===== config.mk =====
export PLATFORM = sky130hd
export DESIGN_NAME = hangman_round_ctrl
export DESIGN_NICKNAME = d
export VERILOG_FILES = /design/src/rtl/hangman_round_ctrl.sv
export SDC_FILE = /design/constraint.sdc
export NUM_CORES = 1
export LEC_CHECK = 0
export ABC_CLOCK_PERIOD_IN_PS = 3500
export BUFFER_PORTS_ARGS = -buffer_cell sky130_fd_sc_hd__clkbuf_2
export CAP_MARGIN = 15
export CORE_MARGIN = 3
export CORE_UTILIZATION = 55
export DETAILED_ROUTE_END_ITERATION = 16
export PLACE_DENSITY = 0.93
export SLEW_MARGIN = 20
export SYNTH_ARGS = -nofsm -noshare
export SYNTH_HDL_FRONTEND = slang
export SYNTH_SLANG_ARGS = --single-unit

===== constraint.sdc =====
create_clock -name clk -period 3.5 [get_ports clk]
set_input_delay 0.175 -clock clk [delete_from_list [all_inputs] [get_ports clk]]
set_output_delay 0.175 -clock clk [all_outputs]
set_load 0.02 [all_outputs]

===== src/rtl/hangman_round_ctrl.sv =====
`default_nettype none
// ============================================================================
//  Module   : hangman_round_ctrl
//  Purpose  : Hangman round sequencer. It filters key events, issues guess
//             strobes, tracks lives and decides win/lose.
//             Optional macro HANGMAN_DUP_PENALTY_EN: repeated guesses cost
//             a life.
//  Revision : 1.0  initial release
// ============================================================================
module hangman_round_ctrl #(
    parameter int MAX_LIVES = 4
) (
    input  logic        clk,
    input  logic        resetn,
    input  logic        key_valid,
    input  logic [4:0]  key_letter,
    input  logic [25:0] word_mask,
    output logic        guess_load,
    output logic [4:0]  guess_letter,
    output logic [25:0] guessed,
    output logic [3:0]  lives,
    output logic        wrong,
    output logic        dup,
    output logic        win,
    output logic        lost,
    output logic [2:0]  state
);

    localparam logic [2:0] c_IDLE  = 3'd0;
    localparam logic [2:0] c_PLAY  = 3'd1;
    localparam logic [2:0] c_CHECK = 3'd2;
    localparam logic [2:0] c_WON   = 3'd3;
    localparam logic [2:0] c_LOST  = 3'd4;

    localparam logic [3:0] c_MAX_LIVES   = 4'(MAX_LIVES);
    localparam logic [4:0] c_KEY_START   = 5'd26;
    localparam logic [4:0] c_NUM_LETTERS = 5'd26;

    logic [2:0]  r_state;
    logic [25:0] r_guessed;
    logic [3:0]  r_lives;
    logic [4:0]  r_guess_letter;
    logic        r_guess_load;
    logic        r_wrong;
    logic        r_dup;
    logic        r_win;
    logic        r_lost;

    logic [2:0]  w_state_nxt;
    logic [25:0] w_guessed_nxt;
    logic [3:0]  w_lives_nxt;
    logic [4:0]  w_letter_nxt;
    logic        w_load_nxt;
    logic        w_wrong_nxt;
    logic        w_dup_nxt;
    logic        w_start;
    logic        w_is_letter;
    logic [3:0]  w_lives_dec;

    assign w_start     = key_valid && (key_letter == c_KEY_START) && (|word_mask);
    assign w_is_letter = key_valid && (key_letter < c_NUM_LETTERS);
    // Lives saturate at zero rather than wrapping.
    assign w_lives_dec = (r_lives == 4'd0) ? 4'd0 : (r_lives - 4'd1);

    always_comb begin
        w_state_nxt   = r_state;
        w_guessed_nxt = r_guessed;
        w_lives_nxt   = r_lives;
        w_letter_nxt  = r_guess_letter;
        w_load_nxt    = 1'b0;
        w_wrong_nxt   = 1'b0;
        w_dup_nxt     = 1'b0;

        case (r_state)
            c_IDLE, c_WON, c_LOST: begin
                if (w_start) begin
                    w_state_nxt   = c_PLAY;
                    w_guessed_nxt = 26'd0;
                    w_lives_nxt   = c_MAX_LIVES;
                end
            end
            c_PLAY: begin
                if (w_is_letter) begin
                    w_state_nxt = c_CHECK;
                    if (r_guessed[key_letter]) begin
                        w_dup_nxt = 1'b1;
`ifdef HANGMAN_DUP_PENALTY_EN
                        w_wrong_nxt = 1'b1;
                        w_lives_nxt = w_lives_dec;
`endif
                    end else begin
                        w_load_nxt                = 1'b1;
                        w_letter_nxt              = key_letter;
                        w_guessed_nxt[key_letter] = 1'b1;
                        if (!word_mask[key_letter]) begin
                            w_wrong_nxt = 1'b1;
                            w_lives_nxt = w_lives_dec;
                        end
                    end
                end
            end
            c_CHECK: begin
                // Keys arriving here are dropped; losing takes priority over winning.
                if (r_lives == 4'd0) begin
                    w_state_nxt = c_LOST;
                end else if ((r_guessed & word_mask) == word_mask) begin
                    w_state_nxt = c_WON;
                end else begin
                    w_state_nxt = c_PLAY;
                end
            end
            default: begin
                w_state_nxt = c_IDLE;
            end
        endcase
    end

    always_ff @(posedge clk or negedge resetn) begin
        if (!resetn) begin
            r_state        <= c_IDLE;
            r_guessed      <= 26'd0;
            r_lives        <= c_MAX_LIVES;
            r_guess_letter <= 5'd0;
            r_guess_load   <= 1'b0;
            r_wrong        <= 1'b0;
            r_dup          <= 1'b0;
            r_win          <= 1'b0;
            r_lost         <= 1'b0;
        end else begin
            r_state        <= w_state_nxt;
            r_guessed      <= w_guessed_nxt;
            r_lives        <= w_lives_nxt;
            r_guess_letter <= w_letter_nxt;
            r_guess_load   <= w_load_nxt;
            r_wrong        <= w_wrong_nxt;
            r_dup          <= w_dup_nxt;
            r_win          <= (w_state_nxt == c_WON);
            r_lost         <= (w_state_nxt == c_LOST);
        end
    end

    assign state        = r_state;
    assign guessed      = r_guessed;
    assign lives        = r_lives;
    assign guess_letter = r_guess_letter;
    assign guess_load   = r_guess_load;
    assign wrong        = r_wrong;
    assign dup          = r_dup;
    assign win          = r_win;
    assign lost         = r_lost;

endmodule
`default_nettype wire


== After elaboration in Yosys (flattened, before gate mapping) ==
Cells that the tools add are included.
Storage, ports and cells
  bits in registers: 43
  input port bits: 34
  word-level logic and storage cells: 71
Operators by class
  $add $sub $neg: 1
  order comparisons: 3
  equal/unequal tests: 12
  multiplexer cells: 31
  bitwise operators: 3
  reduce and logical (&&, ||, !) cells: 12
Operators with widths (count)
  two-way mux 26 bit: 3
  one-hot mux 26 bit (2 select lines): 1
  bitwise AND 26 bit: 1
  == test 26 bit: 1
  bitwise OR 26 bit: 1
  OR reduction 26 bit: 1
  two-way mux 4 bit: 5
  two-way mux 1 bit: 13
  binary-select mux 1 bit (select 5 bit): 2
  == test 3 x 2 -> 1 bit, second input constant: 3
  two-way mux 3 bit: 3
  one-hot mux 3 bit (3 select lines): 1
  inequality test 2 bit, second input constant: 4
  one-hot mux 4 bit (2 select lines): 1
  == test 3 bit, second input constant: 2
  less-than comparator 5 x 6 -> 1 bit, second input constant: 1
  demux 1 bit (select 5 bit): 1
  == test 5 bit, second input constant: 1
  >= comparator 5 x 1 -> 1 bit, second input constant: 1
  less-than comparator 5 bit, second input constant: 1
  AND reduction 5 bit: 1
  logical AND 1 bit: 4
  logical NOT 4 bit: 1
  AND reduction 4 bit: 1
  8 further kinds: 8

== Depth between registers and ports, before layout ==
Gate-level depths: netlist (run 1).
  depth after elaboration: 8
  gate-level depth with buffers: 11
  gate-level depth less buffers: 8

== Least setup slack after synthesis (run 1) ==
No wires, ideal clock.
  kind: reg-to-reg
  from: reg r_state[0] (netlist: state[0])
  to: reg r_guessed[7] (netlist: guessed[7])
  library setup time: 77 ps
  data arrival time: 1978 ps
  data required time: 3423 ps
  slack: 1445 ps
  stages on the path, launching flop included: 9
  clock period less this slack: 2055 ps
  path through: dfrtp_1 -> buf_4 -> nor3b_1 -> nand3_1 -> and2b_1 -> nand4_2 -> buf_6 -> or3_1 -> a21oi_1
On the way
  cells in the longest elaborated chain, start to end: 4
  elaborated cells on any way between the ends: 11
  those cells by class: 6 x eq/ne; 1 x mux; 4 x reduce/logical
Ends and longest elaborated chain
  from (decl): RTL line 39  | logic [2:0] r_state;
  from (signal assigned): RTL line 120  | r_state <= c_IDLE;
  from (signal assigned): RTL line 130  | r_state <= w_state_nxt;
  == test 3 x 2 -> 1 bit (tied with other cells): RTL line 74  | case (r_state)
  OR reduction 3 bit: RTL line 74
  inequality test 2 bit (no line) or nonzero test 2 bit (tied branches)
  AND reduction 4 bit (no line)
  to (signal assigned): RTL line 131  | r_guessed <= w_guessed_nxt;
  to (decl): RTL line 40  | logic [25:0] r_guessed;
Several ways; a longest one is shown, not always the timed one.
A chain may end at the register's enable or synchronous reset.

== Worst setup path after layout (run 1) ==
  from: reg r_state[0] (netlist: state[0])
  to: reg r_guessed[12] (netlist: guessed[12])
The elaborated chain is that of the path after synthesis.

==> flow_summary.yaml, run 1 <==
critical_path:
  critPathBufInv: 2
  worst_path_max_delay_cell: "dfrtp_1"
  critical_path_class: "reg -> reg"
  max_stage_delay_ns: 0.52
  r2r.worst_path.cells: 8
  end_kind: "flip-flop"
  cp.depth: 8
  endpoint: "guessed[12]"
  critPathTopFamily: "simple AND/OR/NAND/NOR gates"
  crit_fanout: 17
  reg2reg_setup_slack_ns: 0.73
  rr_endpoint: "guessed[12]"
  worstPathRequired_ns: 3.73
  r2r_start: "state[0]"
  cp.arrival_ns: 3.00
  crit_start: "state[0]"
  critPathLaunchType: "flip-flop"
  crit_chain: "nor3b_1 -> nand3_1 -> and2b_1 -> nand4_2 -> inv_1 -> buf_4 -> a41oi_1 -> nor2_1"
place:
  dp_hpwl_um: 6084
  routabilityCongestion: 1.006
  io_buffer_count: 76
  dpl.cell_count: 417
min_path:
  min_path_type: "in -> async"
global_route:
  grt_use_met3_pct: 7.256
  grt_pass1_vias: 2574
  grt_pass1_wl_um: 12950
  grt_util_met2_pct: 47.56
  antenna_found_initial: 0
  grt_overflow_total: 0
  grt_max_degree: 44
  gr-usage-all-layers_pct: 29.96
  grt_use_met1_pct: 39.98
  grt.busiest_layer: "met2"
clock_tree:
  holdBufCountCts: 0
  cts.path.max_buffers: 2
  cts_buffers: 5
  cts_root_buf: "clkbuf_8"
  path_clk_slew_ns: 0.08
  post-cts-setup-buffers: 0
  cts-resized-gates: 0
  clock_latency_ns: 0.30
  tritoncts: "yes"
  htreeDepth: 2
  cts.sinks: 43
floorplan:
  start_util_pct: 58.94
  die_height_um: 75.48
  rows: 24
  core-area_um2: 4504
  fp.dieArea_um2: 5697
  num_io_pins: 77
  die_w_um: 75.48
sta:
  hold_violations: 0
  setup_violations: 0
  maxSlewViolCount: 0
  fin_crit_ns: 2.768
  tightestPinTransition_ns: 0.9353
  rsz0062_at_grt: "no"
  fin_setup_tns_ns: 0
  clock.fmax_mhz: 361.3
  finClkSkew_ns: 0.005789
  maxSlewHeadroom_pct: 37.64
  post-route-period-util_pct: 79.08
  fin_hold_ws_ns: 0.01020
logic_synthesis:
  synthFlopType: "dfrtp_1"
  netlist_area_um2: 2655
  avgSynthCellArea_um2: 8.850
  seq_area_frac_synth_pct: 40.57
  ys_types: 47
  synth.net_count: 335
  syn_inst: 300
  ys_ff_latch: 43
  synthArstFlopShare_pct: 100.0
  synth_edf_count: 0
  synth_warnings: 0
route:
  drtIter0Drc: 301
  wirelength_um: 8090
  firstDrtPassIters: 5
  ant_nets: 0
  via_per_inst: 6.504
  wl_per_cell_um: 19.04
  vias: 2764
  drcViolationCount: 0
flow_run:
  maxCapViolCount: 0
pwr:
  sw_frac_of_total_pct: 34.19
  p_leak_nw: 1.604
  p_clk_share_pct: 27.5
  power_frac_seq_pct: 44.7
  switchingPower_mw: 0.4714
  p_total_mw: 1.379
  p_comb_share_pct: 27.8
  ir_drop_mv: 0.2661
  internal_power_mw: 0.9073
  p_per_area_nw_per_um2: 438.5
cells_and_area:
  drive_gt1_share_pct: 26.81
  stdcell_count: 425
  area_delta_synth_final_pct: 18.43
  num_antenna_cells: 0
  fin_nets: 407
status:
  status: "completed"
[metal layers]
| metal | vias up | part of all wire, % |
|---|---|---|
| li1 | 1228 | - |
| met1 | 1303 | 40 |
| met2 | 207 | 46 |
| met3 | 26 | 11 |
| met4 | 0 | 2.8 |
| met5 | - | 0 |
[cells in the final DEF (no fill, tap or decap), types with 2 or more instances in the layout]
cell type / synthesis / routed
nand2b_1: 5 / 5
mux4_2: 2 / 2
mux2i_1: 18 / 18
a22oi_1: 5 / 5
clkbuf_1: 3 / 2
o21ai_0: 4 / 4
mux2_2: 2 / 2
nor3b_1: 3 / 3
o2111ai_1: 3 / 3
clkbuf_2: 0 / 75
nand2_1: 23 / 23
and2_1: 2 / 2
nor4_1: 7 / 7
inv_1: 31 / 31
a21oi_1: 17 / 17
or3b_2: 2 / 2
nor2_1: 27 / 27
or3_1: 3 / 3
o31ai_1: 2 / 2
o22ai_1: 11 / 11
a41oi_1: 2 / 2
nor3_1: 4 / 4
nand3b_1: 2 / 2
nor2b_1: 7 / 7
nand3_1: 14 / 14
buf_4: 4 / 7
nand4_1: 6 / 6
o211ai_1: 4 / 4
a31oi_1: 12 / 12
and2b_1: 2 / 2
clkbuf_8: 0 / 5
a221oi_1: 6 / 6
dfrtp_1: 42 / 42
[layout make-up]
| type | count | area (µm²) |
|---|---|---|
| fill | 368 | 1360 |
| multi-input combinational | 208 | 1346 |
| sequential | 43 | 1077 |
| timing repair buffer | 83 | 432.9 |
| inverter | 31 | 116.4 |
| clock buffer | 7 | 76.32 |
| tap | 52 | 65.06 |
| clock inverter | 1 | 30.03 |
[registers in the layout, summed over array words and instances, names as in the netlist]
register and flops:
lives 4, lost 1, guessed 26, win 1
guess_load 1, wrong 1, dup 1, guess_letter 5
state 3
[per-stage QoR]
stage	cell area, µm²	setup WS (ns)	util (%)
floorplan	2655	1.445	-
global placement	3038	0.7840	67.44
detailed placement	3038	0.6544	67.44
CTS	3144	0.7857	69.81
global route	3144	0.5428	69.81
finish	3144	0.7320	69.81
[cell usage after synthesis (2+ instances only)]
cell type / instances / area share (%)
nand4_1: 6 / 1.4
o211ai_1: 4 / 1.1
nor3_1: 4 / 0.75
o22ai_1: 11 / 2.6
a21oi_1: 17 / 3.2
buf_2: 8 / 1.5
o21ai_0: 4 / 0.75
a41oi_1: 2 / 0.66
nor2b_1: 7 / 1.6
mux4_2: 2 / 1.7
mux2_2: 2 / 0.85
nor3b_1: 3 / 0.85
a221oi_1: 6 / 2.0
buf_4: 4 / 1.1
nand3_1: 14 / 2.6
dfrtp_1: 42 / 40
or3_1: 3 / 0.71
clkbuf_1: 3 / 0.42
inv_1: 31 / 4.4
mux2i_1: 18 / 6.8
and2b_1: 2 / 0.57
nor4_1: 7 / 1.6
a22oi_1: 5 / 1.4
and2_1: 2 / 0.47
buf_6: 3 / 1.3
o2111ai_1: 3 / 0.99
nand3b_1: 2 / 0.57
nand2_1: 23 / 3.3
nand2b_1: 5 / 1.2
o31ai_1: 2 / 0.57
a31oi_1: 12 / 2.8
or3b_2: 2 / 0.66
nor2_1: 27 / 3.8
[worst register-to-register path: stages, from the launching register on]
cell	delay (ns)
dfrtp_1	0.52
nor3b_1	0.41
nand3_1	0.22
and2b_1	0.25
nand4_2	0.29
inv_1	0.44
buf_4	0.30
a41oi_1	0.16
nor2_1	0.12
[logic make-up after synthesis]
kind of cell | count (synthesis) | share of synthesized area [%]
compound gates | 71 | 18.19
mux | 22 | 9.331
simple gates | 114 | 22.71
buf+inv | 49 | 8.718
flops | 43 | 40.58
fa+ha+maj | 1 | 0.4712
[power by group through the flow]
| stage | registers (mW) | logic [mW] | clock network, mW |
|---|---|---|---|
| finish | 0.616 | 0.383 | 0.379 |
| global route | 0.624 | 0.418 | 0.404 |
| CTS | 0.615 | 0.382 | 0.383 |
| detailed placement | 0.624 | 0.381 | 0 |
| global placement | 0.621 | 0.375 | 0 |
| floorplan | 0.686 | 0.169 | 0 |
[worst min path at each step]
stage / startpoint / end / slack [ns] / cells after the start
final: resetn / wrong / 0.01 / 1
after global routing: resetn / wrong / 0.08 / 1
after CTS: resetn / wrong / 0.09 / 1
after detailed placement: resetn / wrong / 0.40 / 1
after global placement: resetn / wrong / 0.39 / 1
after floorplan: resetn / dup / -0.12 / 0
Note: power is estimated with default switching activity, not from simulation.
==> run 2, diff against run 1 <==
--- a/config.mk
+++ b/config.mk
@@ -5,13 +5,14 @@
 export SDC_FILE = /design/constraint.sdc
 export NUM_CORES = 1
 export LEC_CHECK = 0
-export ABC_CLOCK_PERIOD_IN_PS = 3500
+export ABC_AREA = 1
+export ABC_CLOCK_PERIOD_IN_PS = 2800
 export BUFFER_PORTS_ARGS = -buffer_cell sky130_fd_sc_hd__clkbuf_2
 export CAP_MARGIN = 15
 export CORE_MARGIN = 3
-export CORE_UTILIZATION = 55
+export CORE_UTILIZATION = 54
 export DETAILED_ROUTE_END_ITERATION = 16
-export PLACE_DENSITY = 0.93
+export PLACE_DENSITY = 0.9
 export SLEW_MARGIN = 20
 export SYNTH_ARGS = -nofsm -noshare
 export SYNTH_HDL_FRONTEND = slang
==> constraint.sdc (replaced) <==
create_clock -name clk -period 2.8 [get_ports clk]
set_input_delay 0.14 -clock clk [delete_from_list [all_inputs] [get_ports clk]]
set_output_delay 0.14 -clock clk [all_outputs]
set_load 0.02 [all_outputs]
==> run 2 against run 1 <==
The flow now finishes with violations (hold timing). Final area up 13%. Area after synthesis up 14%. Hold slack worse by 0.047 ns. Via count up 30%. Routed wire length up 30%. Cell count up 48%. Clock skew down 0.00051 ns. Worst setup slack worse by 0.10 ns. Sequential share of layout area down 3.9 points. Count of clock-buffer cells in the layout down 2. Synthesized cell count up 62%. Sequential power up 58%.
==> flow_summary.yaml, run 2 <==
route:
  wirelength_um: 10490
  drtIter0Drc: 404
  firstDrtPassIters: 5
  ant_nets: 0
  vias: 3585
  via_per_inst: 5.700
  wl_per_cell_um: 16.67
  drcViolationCount: 0
logic_synthesis:
  synthArstFlopShare_pct: 100.0
  synth_most_common_cell: "nand2_1"
  synth_area_leaders: "dfrtp_1 (35%), nand2_1 (21%), nor2_1 (8.8%)"
  seq_area_frac_synth_pct: 35.48
  syn_inst: 485
  synth_compound_area_share_pct: 14.67
  synthFlopType: "dfrtp_1"
  synth.net_count: 520
  synthTopCellsByCount: "nand2_1 (167), nor2_1 (71), inv_1 (52)"
  synth_edf_count: 0
  avgSynthCellArea_um2: 6.261
  netlist_area_um2: 3037
  synth_top_area_share_pct: 34.61
  synth_largest_area_cell: "dfrtp_1"
  ys_ff_latch: 43
  yosys.area_share.simple_pct: 38.94
  ys_types: 28
  synth_top_family_by_area: "simple AND/OR/NAND/NOR gates"
  synthAdderAreaFrac_pct: 0.4120
  synth_xor_area_share_pct: 0.5768
  muxShareOfSynthArea_pct: 0
  synth_warnings: 0
sta:
  maxSlewViolCount: 0
  rsz0062_at_grt: "no"
  post-route-period-util_pct: 77.41
  fin_crit_ns: 2.168
  tightestPinTransition_ns: 0.9587
  hold_violations: 31
  fin_hold_ws_ns: -0.03685
  finClkSkew_ns: 0.005274
  setup_violations: 0
  maxSlewHeadroom_pct: 36.09
  clock.fmax_mhz: 461.4
  fin_setup_tns_ns: 0
pwr:
  switchingPower_mw: 1.391
  ir_drop_mv: 0.7424
  power_frac_seq_pct: 34.4
  p_comb_share_pct: 48.0
  p_per_area_nw_per_um2: 797.0
  p_clk_share_pct: 17.6
  p_leak_nw: 1.891
  internal_power_mw: 1.441
  sw_frac_of_total_pct: 49.12
place:
  routabilityCongestion: 0.9851
  place_area_um2: 3440
  io_buffer_count: 76
  dp_hpwl_um: 8051
critical_path:
  critPathLaunchType: "flip-flop"
  cp.arrival_ns: 2.34
  end_kind: "flip-flop"
  crit_fanout: 52
  critical_path_class: "reg -> reg"
  worstPathRequired_ns: 2.98
  crit_start: "state[0]"
  r2r_start: "state[0]"
floorplan:
  core-area_um2: 5270
  start_util_pct: 57.62
  rows: 26
  die_w_um: 80.99
  fp.dieArea_um2: 6559
  num_io_pins: 77
  die_height_um: 80.99
cells_and_area:
  seq_area_um2: 1077
  largest_reg_flops: 26
  final_common_cell: "nand2_1"
  finalInstanceArea_um2: 3552
  drive_gt1_share_pct: 17.71
  final_cell_mix: "nand2_1 (167), clkbuf_2 (75), nor2_1 (71), inv_1 (52), dfrtp_1 (42)"
  multi_input_area_um2: 1658
  num_antenna_cells: 0
  fin_nets: 593
  area_delta_synth_final_pct: 16.98
  nFillCells: 501
global_route:
  grt_pass1_vias: 3282
  grt_pass1_wl_um: 16520
  antenna_found_initial: 0
  gr-usage-all-layers_pct: 33.11
  grt_max_degree: 53
  grt_overflow_total: 0
min_path:
  min_path_type: "in -> async"
clock_tree:
  cts.path.max_buffers: 2
  holdBufCountCts: 0
  cts_buffers: 5
  post-cts-setup-buffers: 0
  tritoncts: "yes"
  clock_latency_ns: 0.30
  htreeDepth: 2
  cts_root_buf: "clkbuf_8"
  cts.sinks: 43
  path_clk_slew_ns: 0.09
  cts-resized-gates: 0
status:
  violations: "hold timing"
  status: "finished with violations"
flow_run:
  maxCapViolCount: 0
[run 2: cell types whose count changed after synthesis, sizes merged, moves of 10 or more]
cell	delta
a21oi	-14
a31oi	-12
inv	+24
mux2i	-18
nand2	+148
nor2	+45
nor3	+10
o21ai	+59
[run 2: kinds of logic after synthesis]
group,after synthesis
AOI/OAI and AO/OA,83
xor gates and xnor gates,2
DFF,43
and+or+nand+nor,287
buffers and inverters,69
adders and majority gates,1
[run 2: worst max-delay path, stage by stage (launching register included)]
cell and delay (ns):
dfrtp_1 0.43, inv_1 0.12, nor3_2 0.06, buf_4 0.23, nand2_1 0.14, o21ai_0 0.11
a21oi_2 0.33, nand2_4 0.36, nand2_1 0.16, o21ai_1 0.07
[run 2: power by group through the flow]
stage | sequential [mW] | clock, mW | combinational, mW
after global routing | 0.990 | 0.523 | 1.51
after CTS | 0.964 | 0.494 | 1.35
final | 0.973 | 0.498 | 1.36
after floorplan | 1.11 | 0 | 0.878
after global placement | 0.966 | 0 | 1.31
after detailed placement | 0.977 | 0 | 1.34
[run 2: per-stage QoR]
stage | setup slack, ns | utilization (%) | power, mW | hold slack [ns] | std cells
final | 0.6325 | 67.40 | 2.831 | -0.03685 | 629
after detailed placement | 0.5822 | 65.27 | 2.321 | 0.3849 | 621
after global placement | 0.5958 | 65.27 | 2.279 | 0.3818 | 621
after global routing | 0.4240 | 67.40 | 3.025 | 0.03982 | 629
after floorplan | 1.020 | - | 1.988 | -0.1556 | 485
after CTS | 0.6910 | 67.40 | 2.810 | 0.06487 | 629
[run 2: final timing paths]
kind | to | slack, ns | depth (start not counted)
worst min-delay path | guess_letter[1] | -0.04 | 1
worst max-delay path | guessed[16] | 0.63 | 9
worst min register to register | guess_letter[3] | 0.50 | 1
max in group asynchronous | guessed[13] | 2.22 | 1
worst max register to register | guessed[16] | 0.63 | 9
min in group clk | dup | 0.20 | 3
[run 2: per-layer routing]
layer,wire length [µm],vias up,track usage [%]
met2,4735,208,51.89
met3,900,27,5.654
li1,-,1702,-
met4,252,0,8.953
met5,0,-,0
met1,4600,1648,47.29
[run 2: cell type report]
type,instances,area share [%]
clock inverter,3,1.233
multi-input combinational,373,46.67
inverter,55,5.812
sequential,43,30.33
timing repair buffer,80,11.55
tap,70,2.466
clock buffer,5,1.937
==> run 3, diff against run 2 <==
--- a/config.mk
+++ b/config.mk
@@ -6,7 +6,7 @@
 export NUM_CORES = 1
 export LEC_CHECK = 0
 export ABC_AREA = 1
-export ABC_CLOCK_PERIOD_IN_PS = 2800
+export ABC_CLOCK_PERIOD_IN_PS = 2100
 export BUFFER_PORTS_ARGS = -buffer_cell sky130_fd_sc_hd__clkbuf_2
 export CAP_MARGIN = 15
 export CORE_MARGIN = 3
==> constraint.sdc (replaced) <==
create_clock -name clk -period 2.1 [get_ports clk]
set_input_delay 0.105 -clock clk [delete_from_list [all_inputs] [get_ports clk]]
set_output_delay 0.105 -clock clk [all_outputs]
set_load 0.02 [all_outputs]
==> run 3 against run 2 <==
The flow now finishes without violations. Sequential power up 28%. Count of clock-buffer cells in the layout increased by 1. Worst setup slack got worse by 0.42 ns. Critical path depth rose by 1. Routed wire length hardly changed. Core utilization increased by 4.2 points. Hold slack better by 0.23 ns. Maximum frequency is 15% higher. Sequential share of layout area decreased by 1.8 points. Cell count grew 3.8%. Critical path type unchanged.
==> flow_summary.yaml, run 3 (same netlist as run 2, synthesis figures left out) <==
sta:
  post-route-period-util_pct: 89.67
  fin_crit_ns: 1.883
  rsz0062_at_grt: "no"
  hold_violations: 0
  fin_setup_tns_ns: 0
  setup_violations: 0
  maxSlewViolCount: 0
  clock.fmax_mhz: 531.0
  maxSlewHeadroom_pct: 54.86
  tightestPinTransition_ns: 0.6772
  finClkSkew_ns: 0.007494
  fin_ws_ns: 0.2169
floorplan:
  start_util_pct: 57.62
  core-area_um2: 5270
  rows: 26
  die_w_um: 80.99
  num_io_pins: 77
  fp.dieArea_um2: 6559
  die_height_um: 80.99
clock_tree:
  cts.sinks: 43
  path_clk_slew_ns: 0.08
  tritoncts: "yes"
  htreeDepth: 2
  cts_root_buf: "clkbuf_8"
  cts_buffers: 5
  post-cts-setup-buffers: 0
  clock_latency_ns: 0.29
  cts.path.max_buffers: 2
critical_path:
  end_kind: "flip-flop"
  worst_path_max_delay_cell: "dfrtp_1"
  crit_chain: "inv_1 -> nor3_1 -> nor2_1 -> inv_1 -> o21ai_0 -> a21oi_2 -> nand2_4 -> buf_12 -> nand2_1 -> o21ai_1"
  critPathLaunchType: "flip-flop"
  max_stage_delay_ns: 0.42
  crit_fanout: 13
  critPathTopFamily: "simple AND/OR/NAND/NOR gates"
  critPathBufInv: 3
  cp.arrival_ns: 2.06
  worstPathRequired_ns: 2.27
  critical_path_class: "reg -> reg"
  crit_top_cell: "inv_1"
flow_run:
  maxCapViolCount: 0
cells_and_area:
  num_antenna_cells: 0
  final_common_cell: "nand2_1"
  drive_gt1_share_pct: 20.93
  finalInstanceArea_um2: 3772
  fin_nets: 618
  largest_reg_flops: 26
  area_delta_synth_final_pct: 24.23
  final_cell_mix: "nand2_1 (167), clkbuf_2 (76), nor2_1 (70), inv_1 (52), dfrtp_1 (42)"
place:
  dp_hpwl_um: 8396
  dp_slack_ns: 0.04399
  routabilityCongestion: 0.9988
  place_area_um2: 3657
  io_buffer_count: 76
min_path:
  min_path_type: "in -> reg"
route:
  vias: 3698
  drcViolationCount: 0
  drtIter0Drc: 283
  wirelength_um: 10480
  via_per_inst: 5.663
  ant_nets: 0
  wl_per_cell_um: 16.05
  firstDrtPassIters: 6
status:
  status: "completed"
global_route:
  grt_pass1_vias: 3278
  grt_max_degree: 31
  gr-usage-all-layers_pct: 33.07
  grt_use_met3_pct: 5.876
  grt_use_met1_pct: 47.22
  antenna_found_initial: 0
  grt_overflow_total: 0
  grt_pass1_wl_um: 16550
  grt_util_met2_pct: 50.74
  grt.busiest_layer: "met2"
pwr:
  ir_drop_mv: 0.9891
  p_per_area_nw_per_um2: 1077
  p_leak_nw: 2.024
[run 3: metrics by stage]
| stage | instances | hold WS, ns | total power, mW | util [%] |
|---|---|---|---|---|
| after global routing | 653 | 0.2187 | 4.329 | 71.58 |
| after global placement | 645 | 0.1639 | 3.356 | 69.40 |
| after floorplan | 485 | -0.1906 | 2.650 | - |
| after CTS | 653 | 0.1714 | 4.032 | 71.53 |
| after detailed placement | 645 | 0.1642 | 3.405 | 69.40 |
| final | 653 | 0.1909 | 4.062 | 71.58 |
[run 3: layout make-up]
cell class / count / area, µm²
flip-flops and latches: 43 / 1077
clock buffers: 6 / 72.57
well taps: 70 / 87.58
repair buffers: 105 / 638.1
fillers: 485 / 1498
inverters: 55 / 206.4
multi-input cells: 373 / 1660
clock inverters: 1 / 30.03
[run 3: final timing paths]
| check | start | endpoint | slack (ns) | cells after the start |
|---|---|---|---|---|
| max | state[1] | guessed[21] | 0.22 | 10 |
| min | key_valid | dup | 0.19 | 3 |
| max reg2reg | state[1] | guessed[21] | 0.22 | 10 |
| min reg2reg | guess_letter[1] | guess_letter[1] | 0.49 | 1 |
| max in group asynchronous | resetn | guessed[25] | 1.11 | 3 |
| min in group asynchronous | resetn | guess_letter[1] | 0.38 | 2 |
[run 3: repair_timing]
action                                  CTS  global route
resized for setup                         0             1
endpoints found under the setup margin    0             2
hold endpoints to repair                 21             0
hold buffers                              1             0
[run 3: layer usage]
layer	wire length, µm	vias up
met5	0	-
met4	297	0
met1	4368	1693
li1	-	1748
met3	1183	28
met2	4631	229
[run 3: tightest hold or removal path, cell delays in order]
cell	delay, ns
clkbuf_2	0.10
o21ai_0	0.16
nor2_1	0.08
[run 3: report_power, final]
part           internal, mW  total, mW  leakage [nW]  switching (mW)
Sequential             1.04       1.25         0.576           0.213
Combinational         0.793       2.18          1.40            1.39
Clock                 0.349      0.627        0.0513           0.278
Total                  2.18       4.06          2.02            1.88
